--- src/rtl/vx_lsu_dcache_arb.sv ---
// LSU-to-dcache arbiter: round-robin grant of whole multi-lane requests with
// per-lane partial issue tracking, plus a one-entry response demux register.

module vx_lsu_dcache_arb_lane (
  input  logic gvalid,
  input  logic tmask,
  input  logic sent,
  input  logic ready,
  output logic valid,
  output logic fire,
  output logic ok
);
  assign valid = gvalid & tmask & ~sent;
  assign fire  = valid & ready;
  // lane needs nothing more this cycle: accepted now, already sent, or masked off
  assign ok    = ready | sent | ~tmask;
endmodule

module vx_lsu_dcache_arb #(
  parameter int NUM_REQS  = 2,
  parameter int NUM_LANES = 4,
  parameter int TAG_IN_W  = 16,
  parameter int SEL_W     = (NUM_REQS > 1) ? $clog2(NUM_REQS) : 1
) (
  input  logic                                     clk,
  input  logic                                     reset,
  input  logic [NUM_REQS-1:0]                      req_valid,
  input  logic [NUM_REQS-1:0]                      req_rw,
  input  logic [NUM_REQS-1:0][NUM_LANES-1:0]       req_tmask,
  input  logic [NUM_REQS-1:0][NUM_LANES-1:0][29:0] req_addr,
  input  logic [NUM_REQS-1:0][NUM_LANES-1:0][3:0]  req_byteen,
  input  logic [NUM_REQS-1:0][NUM_LANES-1:0][31:0] req_data,
  input  logic [NUM_REQS-1:0][TAG_IN_W-1:0]        req_tag,
  output logic [NUM_REQS-1:0]                      req_ready,
  output logic [NUM_LANES-1:0]                     mem_req_valid,
  input  logic [NUM_LANES-1:0]                     mem_req_ready,
  output logic [NUM_LANES-1:0]                     mem_req_rw,
  output logic [NUM_LANES-1:0][29:0]               mem_req_addr,
  output logic [NUM_LANES-1:0][3:0]                mem_req_byteen,
  output logic [NUM_LANES-1:0][31:0]               mem_req_data,
  output logic [TAG_IN_W+SEL_W-1:0]                mem_req_tag,
  input  logic                                     mem_rsp_valid,
  input  logic [NUM_LANES-1:0]                     mem_rsp_tmask,
  input  logic [NUM_LANES-1:0][31:0]               mem_rsp_data,
  input  logic [TAG_IN_W+SEL_W-1:0]                mem_rsp_tag,
  output logic                                     mem_rsp_ready,
  output logic [NUM_REQS-1:0]                      rsp_valid,
  output logic [NUM_LANES-1:0]                     rsp_tmask,
  output logic [NUM_LANES-1:0][31:0]               rsp_data,
  output logic [TAG_IN_W-1:0]                      rsp_tag,
  input  logic [NUM_REQS-1:0]                      rsp_ready
);
  typedef enum logic {IDLE, LOCKED} state_t;

  state_t               state, state_n;
  logic [SEL_W-1:0]     rr_ptr, grant_q, arb_idx, grant;
  logic                 arb_valid, grant_valid, done;
  logic [NUM_LANES-1:0] sent_mask, lane_fire, lane_ok, tmask_g;

  // nearest valid requester strictly after rr_ptr, wrapping
  always_comb begin
    int d;
    int best_d;
    d         = 0;
    best_d    = NUM_REQS + 1;
    arb_valid = 1'b0;
    arb_idx   = '0;
    for (int j = 0; j < NUM_REQS; j++) begin
      d = (j > int'(rr_ptr)) ? (j - int'(rr_ptr)) : (j - int'(rr_ptr) + NUM_REQS);
      if (req_valid[j] && d < best_d) begin
        best_d    = d;
        arb_valid = 1'b1;
        arb_idx   = SEL_W'(j);
      end
    end
  end

  assign grant       = (state == LOCKED) ? grant_q : arb_idx;
  assign grant_valid = reset & ((state == LOCKED) ? req_valid[grant_q] : arb_valid);
  assign tmask_g     = req_tmask[grant];

  for (genvar i = 0; i < NUM_LANES; i++) begin : g_lane
    vx_lsu_dcache_arb_lane u_lane (
      .gvalid (grant_valid),
      .tmask  (tmask_g[i]),
      .sent   (sent_mask[i]),
      .ready  (mem_req_ready[i]),
      .valid  (mem_req_valid[i]),
      .fire   (lane_fire[i]),
      .ok     (lane_ok[i])
    );
  end

  assign done           = &lane_ok;
  assign mem_req_rw     = {NUM_LANES{req_rw[grant]}};
  assign mem_req_addr   = req_addr[grant];
  assign mem_req_byteen = req_byteen[grant];
  assign mem_req_data   = req_data[grant];
  assign mem_req_tag    = {req_tag[grant], grant};

  always_comb begin
    req_ready = '0;
    if (grant_valid && done) req_ready[grant] = 1'b1;
  end

  always_comb begin
    state_n = state;
    if (grant_valid) state_n = done ? IDLE : LOCKED;
  end

  always_ff @(posedge clk or negedge reset) begin
    if (!reset) begin
      state     <= IDLE;
      sent_mask <= '0;
      grant_q   <= '0;
      rr_ptr    <= SEL_W'(NUM_REQS - 1);
    end else begin
      state <= state_n;
      if (grant_valid) begin
        if (done) begin
          sent_mask <= '0;
          rr_ptr    <= grant;
        end else if (state == IDLE) begin
          grant_q   <= grant;
          sent_mask <= lane_fire;
        end else begin
          sent_mask <= sent_mask | lane_fire;
        end
      end
    end
  end

  // response side: single holding register, steered by the tag's index bits
  logic                      out_valid, push;
  logic [SEL_W-1:0]          out_sel, rsp_sel;
  logic [(1<<SEL_W)-1:0]     sel_ok;

  assign rsp_sel = mem_rsp_tag[SEL_W-1:0];
  for (genvar k = 0; k < (1 << SEL_W); k++) begin : g_selok
    assign sel_ok[k] = (k < NUM_REQS);
  end

  assign mem_rsp_ready = ~out_valid | rsp_ready[out_sel];
  assign push          = mem_rsp_valid & mem_rsp_ready;

  always_ff @(posedge clk or negedge reset) begin
    if (!reset) begin
      out_valid <= 1'b0;
      out_sel   <= '0;
      rsp_tmask <= '0;
      rsp_data  <= '0;
      rsp_tag   <= '0;
    end else if (push) begin
      out_valid <= sel_ok[rsp_sel];
      out_sel   <= rsp_sel;
      rsp_tmask <= mem_rsp_tmask;
      rsp_data  <= mem_rsp_data;
      rsp_tag   <= mem_rsp_tag[TAG_IN_W+SEL_W-1:SEL_W];
    end else if (rsp_ready[out_sel]) begin
      out_valid <= 1'b0;
    end
  end

  for (genvar k = 0; k < NUM_REQS; k++) begin : g_rspv
    assign rsp_valid[k] = out_valid & (out_sel == SEL_W'(k));
  end

`ifndef SYNTHESIS
  always_ff @(posedge clk) begin
    if (reset && push) assert (sel_ok[rsp_sel])
      else $error("dcache response index %0d out of range", rsp_sel);
  end
`endif
endmodule

--- config.mk ---
export PLATFORM = sky130hd
export DESIGN_NAME = vx_lsu_dcache_arb
export DESIGN_NICKNAME = d
export VERILOG_FILES = /design/src/rtl/vx_lsu_dcache_arb.sv
export SDC_FILE = /design/constraint.sdc
export NUM_CORES = 1
export LEC_CHECK = 0
export CAP_MARGIN = 20
export CORE_AREA = 5 5 458 460
export CTS_BUF_LIST = sky130_fd_sc_hd__clkbuf_8
export DETAILED_ROUTE_END_ITERATION = 16
export DIE_AREA = 0 0 463 465
export GPL_TIMING_DRIVEN = 0
export PLACE_DENSITY = 0.33
export SLEW_MARGIN = 10
export SYNTH_ARGS = -nofsm -noshare
export SYNTH_HDL_FRONTEND = slang
export SYNTH_SLANG_ARGS = --single-unit
export TNS_END_PERCENT = 5
--- constraint.sdc ---
create_clock -name clk -period 7 [get_ports clk]
set_clock_uncertainty 0.15 [all_clocks]
set_input_delay 2.1 -clock clk [delete_from_list [all_inputs] [get_ports clk]]
set_output_delay 2.1 -clock clk [all_outputs]
set_load 0.01 [all_outputs]
==> run metrics <==
slowest stage cell, crit path=clkdlybuf4s50_1; routability congestion estimate=0.914; total gr overflow=0; hpwl dp=115000 um; status=complete, no violations; post-synthesis cell area=9460 um2; ys async rst share=1.00; RSZ-0062 raised after global routing=true; clk slew on worst S/H paths=120 ps; CP bufs+invs=6; critical path cell sequence=clkdlybuf4s50_1 > a21boi_1 > mux2i_2 > buf_6 > clkbuf_8 > buf_8 > buf_4 > mux2_2 > clkdlybuf4s50_1; adder-cell share of the synthesized area=0; Syn Inst Count=690; most frequent cells in the layout=clkdlybuf4s50_1, mux2_2, dfrtp_1, mux2_1, buf_4; syn avg cell area=13.7 um2; clk_lat worst skew=540 ps; GRT Total Usage=0.112; total wire length=126000 um; Synth Area in XOR/XNOR=0; root cell of the clock tree=clkbuf_8; vias in the first global route=12080; Initial Util=0.0460; mux contribution to synthesized area=0.524; sequential area share after synthesis=0.415; clock buffer depth=2; # DRC=0; fin crit period=6950 ps; H-tree Lvls=4; power per cell area=264 nW/um2; R2R cell count=7; simple-gate share of the synthesized area=0.0151; Final ANT Viol Nets=0; worst slew pin tran=669 ps; Slew HR=0.552; Hold Path Stages=1; die area=215000 um2; CTS Buf Count=17; FILL cells=23484; first-pass GRT wire length=153000 um; final hold vios=0; final setup vio count=0; Setup CP Type=in2out; Peak VDD IR=129 uV; Critical Path Source Type=primary input; drt pass-1 iters=5; Syn-to-layout area delta=166%; worst hold endpoint=rsp_tag[13]$_DFFE_PN0P_; Post-Syn Nets=1420; Die X=463 um; core area=206000 um2; Core Util, Final=0.123; Ys Warns=0; commonest register cell after synthesis=dfrtp_1; Final Cycle Share=0.992; max_cap viols=0; I/O Buffers=1171; most frequent CP cell=clkdlybuf4s50_1; RR Startpoint=rr_ptr$_DFFE_PN1P_; required time of the critical path=4750 ps; CP Capture Type=primary output; commonest non-fill, non-tap cell in the layout=clkdlybuf4s50_1; Final Net Count=2614; cts hold-fix bufs=0; Peak Freq=144 MHz; height of the die=465 um; delay-heaviest family, CP=buffers and inverters; Final Slew Violations=0; 1st-iter DRT viols=367; initial antenna violation count=126; Area after DPL=24600 um2; Post-synth EDFFs=0; CP arrival=4700 ps; largest net degree at the start of global routing=84; clock tree from TritonCTS=yes; largest family of logic cells by synthesized area=multiplexers; HP Start=rsp_tag[13]$_DFFE_PN0P_; CP max stage delay=530 ps; post-synthesis cell type count=26; layout cells sized above 1=0.224; routed via count=11467; Synth Area in Compound Gates=0.0104; Leak=8.82 nW; RR Endpoint=rr_ptr$_DFFE_PN1P_; Post-Layout Inst Area=25200 um2; R2R Setup Slk=4600 ps; I/O pin total=1172; WL/cell=27.3 um; Tightest Hold Check Type=reg2reg; crit-path max FO=10; #FFs+latches synth=157; routed vias/inst=2.47; clock sink count=157; num rows=167
## worst max path at each step
stage	slack (ps)	to	cells after the start	from
after global routing	-20	mem_req_rw[1]	10	req_valid[0]
final	50	mem_req_addr[68]	9	req_valid[0]
after detailed placement	-930	mem_req_data[0]	8	req_valid[0]
after CTS	-50	mem_req_rw[2]	10	req_valid[0]
after floorplan	1270	mem_req_rw[1]	6	req_valid[1]
after global placement	-8610	mem_req_valid[3]	5	reset
## flip-flops by register name (all words and copies together) (netlist names)
register	flops
sent_mask	4
rsp_data	128
out_valid	1
grant_q	1
rr_ptr	1
rsp_tmask	4
out_sel	1
rsp_tag	16
state	1
## through the flow
stage | instances | worst slack (ps) | power [W] | TNS [ps] | hold WS [ps]
final | 4634 | 54.8 | 0.00665 | 0 | 347
after global routing | 4604 | -19.2 | 0.00705 | -134 | 372
after CTS | 4601 | -46.5 | 0.00684 | -157 | 356
after detailed placement | 4568 | -926 | 0.00597 | -150960 | 324
after global placement | 4565 | -8610 | 0.00600 | -1117370 | 318
after floorplan | 690 | 1270 | 0.00297 | 0 | 360
## report_power, final
part | switching, W | internal (W) | leakage, nW
Clock | 0.000487 | 0.000263 | 0.189
Sequential | 0.000126 | 0.00111 | 1.84
Combinational | 0.00218 | 0.00249 | 6.79
Total | 0.00279 | 0.00386 | 8.82
## repair_timing
| item | 4_1_cts | 5_1_grt |
|---|---|---|
| buffers inserted | 1 | 0 |
| gates resized for setup | 55 | 12 |
| setup endpoints to repair | 287 | 43 |
## final cells by class
type	count	area, um2	share of cell area
clock inverters	15	148	0.00586
repair buffers	1175	11800	0.467
clock buffers	17	234	0.00929
plain buffers	56	433	0.0172
well taps	2704	3380	0.134
diodes	33	82.6	0.00328
flip-flops and latches	157	3930	0.156
multi-input cells	475	5210	0.207
inverters	2	8.76	0.000348
## cell families (layout without fill, tap and decap cells)
kind of cell           Yosys count  after routing
AOI/OAI and AO/OA               10             10
buffers and inverters           58           1265
DFF                            157            157
muxes                          440            440
other                            0             33
and+or+nand+nor                 25             25
## routing by layer
layer / part of all wire / wire length, um / vias to the layer above / global-route usage
met5: 0.0017 / 221 / - / 0
met4: 0.019 / 2420 / 32 / 0.0143
met3: 0.12 / 15100 / 194 / 0.0598
met2: 0.46 / 58000 / 837 / 0.185
met1: 0.40 / 50600 / 5430 / 0.130
li1: - / - / 4974 / -
## Yosys cell counts (2+ instances only)
library cell  number  area, um2
clkbuf_1           3       11.3
mux2_2           321       3610
mux2_1           112       1260
nor3b_1            6       45.0
nor2_1             7       26.3
nor3_1             4       20.0
nand2b_1           2       12.5
and2_1             2       12.5
inv_2              2       7.51
a2111oi_0          2       17.5
buf_4             20        150
buf_2             33        165
a32o_1             4       40.0
mux2i_1            5       50.1
dfrtp_1          156       3900
Note: power is estimated with default switching activity, not from simulation.
